## src/rtl/mem_ctrl.sv

```systemverilog
// mem_ctrl: byte-serial RAM controller shared by instruction fetch and load/store.
// One RAM byte per enabled cycle; read bytes return on ram_din one cycle after their address.
module mem_ctrl #(
    parameter int ADDR_WIDTH = 32
) (
    input  logic                  clk_in,
    input  logic                  rst_in,
    input  logic                  rdy_in,
    input  logic                  if_req,
    input  logic [ADDR_WIDTH-1:0] if_addr,
    output logic                  if_done,
    output logic [31:0]           if_data,
    input  logic                  flush_in,
    input  logic                  mem_req,
    input  logic                  mem_we,
    input  logic [ADDR_WIDTH-1:0] mem_addr,
    input  logic [2:0]            mem_len,
    input  logic [31:0]           mem_wdata,
    output logic                  mem_done,
    output logic [31:0]           mem_rdata,
    input  logic [7:0]            ram_din,
    output logic [7:0]            ram_dout,
    output logic [ADDR_WIDTH-1:0] ram_a,
    output logic                  ram_wr
);

    // state | meaning
    // IDLE  | no transaction; accepts a request when no done pulse is showing
    // READ  | addresses bytes 0..N-1, captures byte k-1 each cycle, finishes at k=N
    // WRITE | drives bytes 0..N-1 with ram_wr=1, finishes after k=N-1
    typedef enum logic [1:0] {IDLE, READ, WRITE} state_t;

    state_t                state_q, state_d;
    logic                  owner_mem_q, owner_mem_d;
    logic [ADDR_WIDTH-1:0] base_q, base_d;
    logic [2:0]            len_q, len_d;
    logic [2:0]            k_q, k_d;
    logic [31:0]           wdata_q, wdata_d;
    logic [31:0]           result_q, result_d;
    logic                  if_done_q, if_done_d;
    logic                  mem_done_q, mem_done_d;
    logic [2:0]            len_dec;

    // Anything other than 1 or 2 bytes is a word access.
    always_comb begin
        case (mem_len)
            3'd1:    len_dec = 3'd1;
            3'd2:    len_dec = 3'd2;
            default: len_dec = 3'd4;
        endcase
    end

    always_ff @(posedge clk_in or posedge rst_in) begin
        if (rst_in) begin
            state_q     <= IDLE;
            owner_mem_q <= 1'b0;
            base_q      <= '0;
            len_q       <= 3'd0;
            k_q         <= 3'd0;
            wdata_q     <= 32'd0;
            result_q    <= 32'd0;
            if_done_q   <= 1'b0;
            mem_done_q  <= 1'b0;
        end else begin
            state_q     <= state_d;
            owner_mem_q <= owner_mem_d;
            base_q      <= base_d;
            len_q       <= len_d;
            k_q         <= k_d;
            wdata_q     <= wdata_d;
            result_q    <= result_d;
            if_done_q   <= if_done_d;
            mem_done_q  <= mem_done_d;
        end
    end

    always_comb begin
        state_d     = state_q;
        owner_mem_d = owner_mem_q;
        base_d      = base_q;
        len_d       = len_q;
        k_d         = k_q;
        wdata_d     = wdata_q;
        result_d    = result_q;
        if_done_d   = if_done_q;
        mem_done_d  = mem_done_q;
        if (rdy_in) begin
            if_done_d  = 1'b0;
            mem_done_d = 1'b0;
            case (state_q)
                IDLE: begin
                    // Blocking acceptance during a done pulse keeps a held request from re-issuing.
                    if (!if_done_q && !mem_done_q) begin
                        if (mem_req) begin
                            owner_mem_d = 1'b1;
                            base_d      = mem_addr;
                            len_d       = len_dec;
                            wdata_d     = mem_wdata;
                            k_d         = 3'd0;
                            result_d    = 32'd0;
                            state_d     = mem_we ? WRITE : READ;
                        end else if (if_req && !flush_in) begin
                            owner_mem_d = 1'b0;
                            base_d      = if_addr;
                            len_d       = 3'd4;
                            k_d         = 3'd0;
                            result_d    = 32'd0;
                            state_d     = READ;
                        end
                    end
                end
                READ: begin
                    if (!owner_mem_q && flush_in) begin
                        state_d = IDLE;
                        k_d     = 3'd0;
                    end else begin
                        case (k_q)
                            3'd1:    result_d[7:0]   = ram_din;
                            3'd2:    result_d[15:8]  = ram_din;
                            3'd3:    result_d[23:16] = ram_din;
                            3'd4:    result_d[31:24] = ram_din;
                            default: ;
                        endcase
                        if (k_q == len_q) begin
                            state_d = IDLE;
                            k_d     = 3'd0;
                            if (owner_mem_q) mem_done_d = 1'b1;
                            else             if_done_d  = 1'b1;
                        end else begin
                            k_d = k_q + 3'd1;
                        end
                    end
                end
                WRITE: begin
                    if (k_q == len_q - 3'd1) begin
                        state_d    = IDLE;
                        k_d        = 3'd0;
                        mem_done_d = 1'b1;
                    end else begin
                        k_d = k_q + 3'd1;
                    end
                end
                default: state_d = IDLE;
            endcase
        end
    end

    always_comb begin
        ram_a    = '0;
        ram_wr   = 1'b0;
        ram_dout = 8'd0;
        if (state_q != IDLE) ram_a = base_q + ADDR_WIDTH'(k_q);
        if (state_q == WRITE) begin
            ram_wr = rdy_in;
            case (k_q[1:0])
                2'd0:    ram_dout = wdata_q[7:0];
                2'd1:    ram_dout = wdata_q[15:8];
                2'd2:    ram_dout = wdata_q[23:16];
                default: ram_dout = wdata_q[31:24];
            endcase
        end
    end

    assign if_done   = if_done_q;
    assign mem_done  = mem_done_q;
    assign if_data   = if_done_q  ? result_q : 32'd0;
    assign mem_rdata = mem_done_q ? result_q : 32'd0;

endmodule

```

## config.mk

```make
export PLATFORM = sky130hd
export DESIGN_NAME = mem_ctrl
export DESIGN_NICKNAME = d
export VERILOG_FILES = /design/src/rtl/mem_ctrl.sv
export SDC_FILE = /design/constraint.sdc
export NUM_CORES = 1
export LEC_CHECK = 0
export BUFFER_PORTS_ARGS = -buffer_cell sky130_fd_sc_hd__clkbuf_2
export CAP_MARGIN = 20
export CORE_ASPECT_RATIO = 0.5
export CORE_MARGIN = 4
export CORE_UTILIZATION = 51
export DETAILED_ROUTE_END_ITERATION = 7
export PLACE_DENSITY = 0.82
export SLEW_MARGIN = 15
export SYNTH_ARGS = -nofsm -noshare
export SYNTH_HDL_FRONTEND = slang
export SYNTH_SLANG_ARGS = --single-unit
```

## constraint.sdc

```tcl
create_clock -name clk_in -period 4 [get_ports clk_in]
set_input_delay 0.4 -clock clk_in [delete_from_list [all_inputs] [get_ports clk_in]]
set_output_delay 0.4 -clock clk_in [all_outputs]
set_load 0.05 [all_outputs]
```

* Word-level counts from Yosys, hierarchy flattened *
Cells that the tools add are included.

storage, ports and cells
  register bits = 107
  input bits = 114
  output and inout port bits = 107
  logic and storage cells = 103

operators by class
  $add $sub $neg = 3
  eq/ne operators = 21
  muxes and demuxes = 46
  reduce and logical (&&, ||, !) cells = 21

operators with widths
  operator              count
  $mux W32              9
  $pmux W32 S2          1
  $mux W8               5
  $add A32 B3 Y32       1
  $mux W3               8
  $pmux W8 S3           1
  $reduce_and A6 Y1     4
  $mux W2               7
  $reduce_and A4 Y1     3
  $mux W1               11
  $eq A3 B2 Y1 const B  3
  $pmux W3 S3           1
  $ne A2 B1 Y1 const B  4
  $eq A3 B1 Y1 const B  2
  $eq A3 B3 Y1          2
  $ne A2 B2 Y1 const B  3
  $ne A3 B3 Y1 const B  2
  $pmux W2 S3           1
  $pmux W3 S2           1
  $reduce_bool A2 Y1    3
  $reduce_and A5 Y1     1
  $eq A2 B1 Y1 const B  2
  $eq A2 B2 Y1 const B  2
  $logic_not A1 Y1      4
  other kinds (7)       10

* Logic depth before layout (Yosys ltp) *
Gate-level depths: netlist of the first run.

  depth after elaboration = 6
  gate-level depth with buffers = 9
  mapped depth without buffers = 8

* Least setup slack after synthesis of the first run *
OpenSTA, ideal clock, no wires.

  kind = register to output
  start = register k_q[0]
  end = output ram_a[30]
  arrival = 2662 ps
  data required time = 3600 ps
  slack = 938 ps
  stages on the path, launching flop included = 10
  buffers on the path = 1
  path through = dfrtp_1 > ha_1 > inv_1 > fa_1 > nor2b_1 > o21ai_0 > clkbuf_1 > nor4_1 > xnor2_1 > nor2_1

between the ends
  longest elaborated chain between the ends = 2

ends and longest elaborated chain
  element                 RTL line  source
  start, declared         37        logic [2:0] k_q, k_d;
  start signal, assigned  69        k_q <= k_d;
  $add A32 B3 Y32         152       if (state_q != IDLE) ram_a = base_q + ADDR_WIDTH'(k_q);
  $mux W32                152
  end, declared           23        output logic [ADDR_WIDTH-1:0] ram_a,

No other way between the ends.

* Worst setup path after layout of the first run *
  start = register k_q[0]
  end = output ram_a[26]

The elaborated chain is that of the path after synthesis.

==> results of run 1 <==
==> synth_stat cells, types with 4 or more instances <==
| library cell | count |
|---|---|
| a21oi_1 | 5 |
| nor3_1 | 12 |
| nand3_1 | 14 |
| nor2_1 | 35 |
| ha_1 | 12 |
| nor2b_1 | 6 |
| nand2_1 | 100 |
| nand4_1 | 4 |
| xnor2_1 | 22 |
| a22o_1 | 8 |
| dfrtp_1 | 107 |
| and4_1 | 4 |
| mux2_2 | 32 |
| xor2_1 | 9 |
| nor4_1 | 7 |
| mux2i_1 | 34 |
| inv_1 | 15 |
| o211ai_1 | 20 |
| a222oi_1 | 8 |
| buf_1 | 6 |
| buf_2 | 5 |
| and2_1 | 74 |
| clkbuf_1 | 30 |
| o21ai_0 | 53 |
==> flip-flops by register name, summed over array words and instances, names as in the netlist <==
name / count
if_done: 1
wdata_q: 32
base_q: 32
owner_mem_q: 1
mem_done: 1
result_q: 32
k_q: 3
state_q: 2
len_q: 3
==> final cells by class <==
type / count / area share [%]
multi-input cells: 501 / 43.3
clock inverters: 6 / 0.694
flip-flops and latches: 107 / 34.5
well taps: 165 / 2.66
clock buffers: 10 / 3.08
inverters: 15 / 0.758
repair buffers: 228 / 15.0
==> report_power, final <==
group | leakage (nW) | internal [W] | switching [W] | total, W
Combinational | 2.42 | 0.000779 | 0.00151 | 0.00229
Clock | 0.142 | 0.000453 | 0.000416 | 0.000870
Sequential | 1.36 | 0.00148 | 0.000398 | 0.00188
==> cell families (layout without fill, tap and decap cells) <==
| group | after synthesis | after routing | share of synthesized area [%] |
|---|---|---|---|
| buf+inv | 56 | 259 | 3.47 |
| simple gates | 270 | 270 | 22.1 |
| xor+xnor | 32 | 32 | 4.71 |
| mux | 66 | 66 | 11.2 |
| compound gates | 120 | 120 | 12.9 |
| flops | 107 | 107 | 42.9 |
| fa+ha+maj | 13 | 13 | 2.73 |
==> per-stage QoR <==
| step | utilization (%) | worst slack, ns |
|---|---|---|
| 6_report | 65.3 | 0.566 |
| 5_1_grt | 65.3 | 0.323 |
| 2_1_floorplan | - | 0.783 |
| 3_5_place_dp | 62.8 | 0.951 |
| 4_1_cts | 65.3 | 0.560 |
| 3_3_place_gp | 62.8 | 1.07 |
==> per-layer routing <==
layer | vias to the layer above | routed length [µm] | track usage [%]
met5 | - | 0 | 0
met4 | 0 | 133 | 4.98
met3 | 13 | 1040 | 4.18
met2 | 186 | 7990 | 38.3
met1 | 2663 | 7030 | 31.3
li1 | 2705 | - | -
==> path summary, 6_finish.rpt <==
kind | from | endpoint | slack, ns | cells past startpoint
max | k_q[0]$_DFFE_PP0P_ | ram_a[26] | 0.57 | 9
min | rst_in | wdata_q[9]$_DFFE_PP0P_ | 0.03 | 2
max reg2reg | if_done$_DFFE_PP0P_ | len_q[2]$_DFFE_PP0P_ | 1.41 | 5
min reg2reg | base_q[2]$_DFFE_PP0P_ | base_q[2]$_DFFE_PP0P_ | 0.50 | 2
max in group asynchronous | rst_in | base_q[15]$_DFFE_PP0P_ | 3.11 | 3
min in group clk_in | mem_len[2] | len_q[1]$_DFFE_PP0P_ | 0.25 | 2
==> out/results.txt, run 1 <==
status -> finished, final reports clean
post-CTS setup buffer count -> 0
fin. max-slew vios -> 0
setup TNS -> 0 ns
crit-path cells -> ha_1, inv_1, fa_1, nor2b_1, o21ai_1, nor4b_1, xnor2_1, nor2_1, clkbuf_2
routed vias -> 5567
RSZ-0062 raised after global routing -> false
H-tree depth -> 3
Crit path buffers/inverters -> 2
Placed Area -> 7460 µm²
Synth top area share -> 42.9%
first drt pass iteration count -> 5
crit share post-route -> 85.9%
CP Max Fanout -> 13
Placed Cells -> 1016
core footprint -> 11900 µm²
LEAKAGE -> 3.92 nW
Die X -> 164 µm
Max stage delay on crit path -> 0.47 ns
Pwr per Cell Area -> 649 nW/µm²
Num CTS Buffers -> 9
1st-iter DRT viols -> 279
VDD IR-drop max -> 323 µV
post-DR wirelength/cell -> 15.7 µm
initial antenna violation count -> 0
final setup skew -> 0.00596 ns
Clock Tree Buf Depth -> 2
Post-synth EDFFs -> 0
Hold WS -> 0.0345 ns
buffers added on ports -> 220
clk slew on worst S/H paths -> 0.07 ns
largest net degree at the start of global routing -> 51
synth unique cells -> 52
net count after synthesis -> 791
Hold Buf Count CTS -> 0
Antenna diodes -> 0
num ports -> 221
max_slew headroom -> 30.3%
first-pass GRT wire length -> 26.4 mm
vias per inst -> 5.39
Worst EP required -> 3.60 ns
vias in the first global route -> 5369
Total GRT Usage -> 22.8%
highest clock rate -> 291 MHz
commonest non-fill, non-tap cells in the layout -> 220 x clkbuf_2, 107 x dfrtp_1, 100 x nand2_1, 74 x and2_1, 51 x o21ai_0
number of synthesized register bits -> 107
ys flop type -> dfrtp_1
most common cell after layout, fill and taps aside -> clkbuf_2
final wirelength -> 16.2 mm
CTS root buf -> clkbuf_16
Worst EP arrival -> 3.03 ns
Crit path max-delay family -> simple AND/OR/NAND/NOR gates
fin crit period -> 3.43 ns
Post-Synthesis Cells -> 664
post-detailed-placement half-perimeter wirelength -> 12.0 mm
Synth warnings -> 0
CTS tree -> done
share of cells above drive strength 1 -> 32.5%
Async S/R FF share, synth -> 100%
Slowest cell on crit path -> dfrtp_1
initial core utilization -> 52.6%
Startpoint Class -> flop
layout filler cell count -> 1008
ANT nets after route -> 0
total grt overflow -> 0
CTS Sinks -> 107
Crit Path Category -> reg2out
Final Instance Area -> 7760 µm²
Final Power -> 0.00503 W
area of the multi-input gates -> 3360 µm²
Synth Cell Area -> 6240 µm²
Final Setup Violations -> 0
CP Capture Type -> output port
Synth area leaders -> dfrtp_1 43%, and2_1 7.4%, nand2_1 6.0%, mux2_2 5.8%, mux2i_1 5.5%
non-filler cells in the finished layout -> 1032
Max Cap Violations -> 0
clk_lat worst skew -> 0.34 ns
Die H -> 86.2 µm
die area -> 14200 µm²
Synth Area per Inst -> 9.40 µm²
GPL Wtd Cong -> 0.817
DRC Markers -> 0
Final Hold Violating Endpoints -> 0
Yosys top cell by area -> dfrtp_1
Sequential cell area -> 2680 µm²
Area Growth Syn to Fin -> 24.3%
CTS resizes -> 0
number of nets in the layout -> 989
worst-margin pin slew -> 1.04 ns
Seq/Total Area, Yosys -> 42.9%
row count -> 28
HP Class -> in2async
(Power assumes the default switching activity.)
==> inputs of run 2 (changes only) <==
Settings changed: CORE_UTILIZATION 51 to 52, CTS_BUF_LIST set to sky130_fd_sc_hd__clkbuf_8, PLACE_DENSITY 0.82 to 0.83.
==> run 2 against run 1 <==
Effect of this change:
- sequential cell count did not move
- maximum frequency shrank 2.6%
- first-iteration DRC count grew 55%
- final cell count down 0.58%
- via count fell by 0.97%
- combinational power is essentially flat
- register-to-register slack barely moved
- sequential power is essentially flat
- clock skew grew 0.0056 ns
- worst setup slack got worse by 0.092 ns
- non-clock buffer count unchanged
- critical path type unchanged
==> out/results.txt, run 2 (synthesized netlist as in run 1, its figures left out) <==
VDD IR-drop max -> 344 µV
Hold Buf Count CTS -> 0
clk slew on worst S/H paths -> 0.11 ns
Worst EP required -> 3.60 ns
Final Hold Violating Endpoints -> 0
Antenna diodes -> 0
Placed Cells -> 1010
core footprint -> 11400 µm²
Pwr per Cell Area -> 627 nW/µm²
Final Setup Violations -> 0
part of the power in registers -> 39.3%
max_slew headroom -> 28.4%
row count -> 27
worst-margin pin slew -> 1.07 ns
ANT nets after route -> 0
Die X -> 163 µm
LEAKAGE -> 3.87 nW
share of cells above drive strength 1 -> 32.4%
CTS root buf -> clkbuf_8
Startpoint Class -> flop
status -> finished, final reports clean
total grt overflow -> 0
crit-path cells -> ha_1, inv_1, fa_1, nor2b_1, o21ai_1, nor4b_1, xnor2_1, nor2_1, clkbuf_2
final setup skew -> 0.0115 ns
CTS resizes -> 0
post-DR wirelength/cell -> 16.3 µm
GPL Wtd Cong -> 0.844
worst reg2reg setup slack -> 1.40 ns
CP Capture Type -> output port
Crit Path Category -> reg2out
fin. max-slew vios -> 0
highest clock rate -> 284 MHz
first drt pass iteration count -> 5
largest net degree at the start of global routing -> 77
final wirelength -> 16.7 mm
most common cell after layout, fill and taps aside -> clkbuf_2
number of nets in the layout -> 989
Num CTS Buffers -> 9
Top Registers -> base_q x32, result_q x32, wdata_q x32
Total GRT Usage -> 24.0%
setup TNS -> 0 ns
r2r endpoint -> wdata_q[17]$_DFFE_PP0P_
H-tree depth -> 3
DRC Markers -> 0
Slowest cell on crit path -> dfrtp_1
die area -> 13900 µm²
Final Power -> 0.00479 W
Worst setup endpoint -> ram_a[26]
1st-iter DRT viols -> 432
Die H -> 85.5 µm
Sequential cell area -> 2680 µm²
CTS tree -> done
initial core utilization -> 55.0%
num ports -> 221
Switching Power -> 0.00230 W
Max stage delay on crit path -> 0.49 ns
post-detailed-placement half-perimeter wirelength -> 12.4 mm
layout filler cell count -> 955
crit share post-route -> 88.2%
area of the multi-input gates -> 3360 µm²
cell-internal power -> 0.00248 W
initial antenna violation count -> 0
crit path launch -> k_q[0]$_DFFE_PP0P_
Comb power frac -> 47.7%
fin crit period -> 3.53 ns
Area Growth Syn to Fin -> 22.3%
vias in the first global route -> 5597
HP Class -> in2async
CTS Sinks -> 107
Worst EP arrival -> 3.13 ns
RSZ-0062 raised after global routing -> false
clk_lat worst skew -> 0.38 ns
Max Cap Violations -> 0
buffers added on ports -> 220
vias per inst -> 5.37
commonest non-fill, non-tap cells in the layout -> 220 x clkbuf_2, 107 x dfrtp_1, 100 x nand2_1, 74 x and2_1, 51 x o21ai_0
R2R Path Start -> if_done$_DFFE_PP0P_
post-CTS setup buffer count -> 0
CP Max Fanout -> 13
clock network power share -> 13.0%
sw frac -> 48.1%
first-pass GRT wire length -> 27.4 mm
Clock Tree Buf Depth -> 2
Reg2Reg Depth -> 4
routed vias -> 5513
non-filler cells in the finished layout -> 1026
-- run 2: worst min path at each step --
stage,start,endpoint,slack (ns),depth (start not counted)
2_1_floorplan,base_q[0]$_DFFE_PP0P_,base_q[0]$_DFFE_PP0P_,0.46,2
3_3_place_gp,base_q[2]$_DFFE_PP0P_,base_q[2]$_DFFE_PP0P_,0.47,2
3_5_place_dp,base_q[0]$_DFFE_PP0P_,base_q[0]$_DFFE_PP0P_,0.48,2
4_1_cts,rst_in,wdata_q[16]$_DFFE_PP0P_,0.15,2
5_1_grt,rst_in,wdata_q[18]$_DFFE_PP0P_,0.17,2
6_report,rst_in,wdata_q[8]$_DFFE_PP0P_,0.13,2
-- run 2: power groups by stage --
stage | registers [W] | logic [W] | clock network [W]
after floorplan | 0.00177 | 0.00181 | 0
after global placement | 0.00186 | 0.00224 | 0
after detailed placement | 0.00189 | 0.00229 | 0
after CTS | 0.00187 | 0.00229 | 0.000635
after global routing | 0.00194 | 0.00249 | 0.000689
final | 0.00188 | 0.00228 | 0.000624
-- run 2: stage by stage --
step | hold slack, ns | instance area (µm²) | utilization, % | setup WS (ns)
final | 0.130 | 7630 | 67.3 | 0.474
after global placement | 0.474 | 7460 | 65.7 | 1.07
after CTS | 0.148 | 7630 | 67.3 | 0.478
after detailed placement | 0.481 | 7460 | 65.7 | 0.909
after floorplan | 0.456 | 6240 | - | 0.783
after global routing | 0.171 | 7630 | 67.3 | 0.211
-- run 2: area by class of cell --
type,instances,share of cell area (%)
clock buffer,9,1.62
clock inverter,7,0.705
inverter,15,0.770
multi-input combinational,501,44.0
sequential,107,35.1
tap,159,2.61
timing repair buffer,228,15.2
-- run 2: layer usage --
| layer | vias up | GRT usage (%) | part of all wire, % |
|---|---|---|---|
| met3 | 8 | 5.68 | 6.5 |
| li1 | 2706 | - | - |
| met5 | - | 0 | 0 |
| met2 | 171 | 42.2 | 49 |
| met4 | 0 | 3.58 | 0.47 |
| met1 | 2628 | 31.1 | 44 |
-- run 2: critical path: cells and delay by family (launching register included) --
family,cells,cell delay (ns)
XOR/XNOR,1,0.10
adder cells (fa/ha/maj),2,0.63
AND/OR/NAND/NOR,3,0.81
AO/OA/AOI/OAI,1,0.37
buffers and inverters,2,0.34
flip-flops,1,0.49
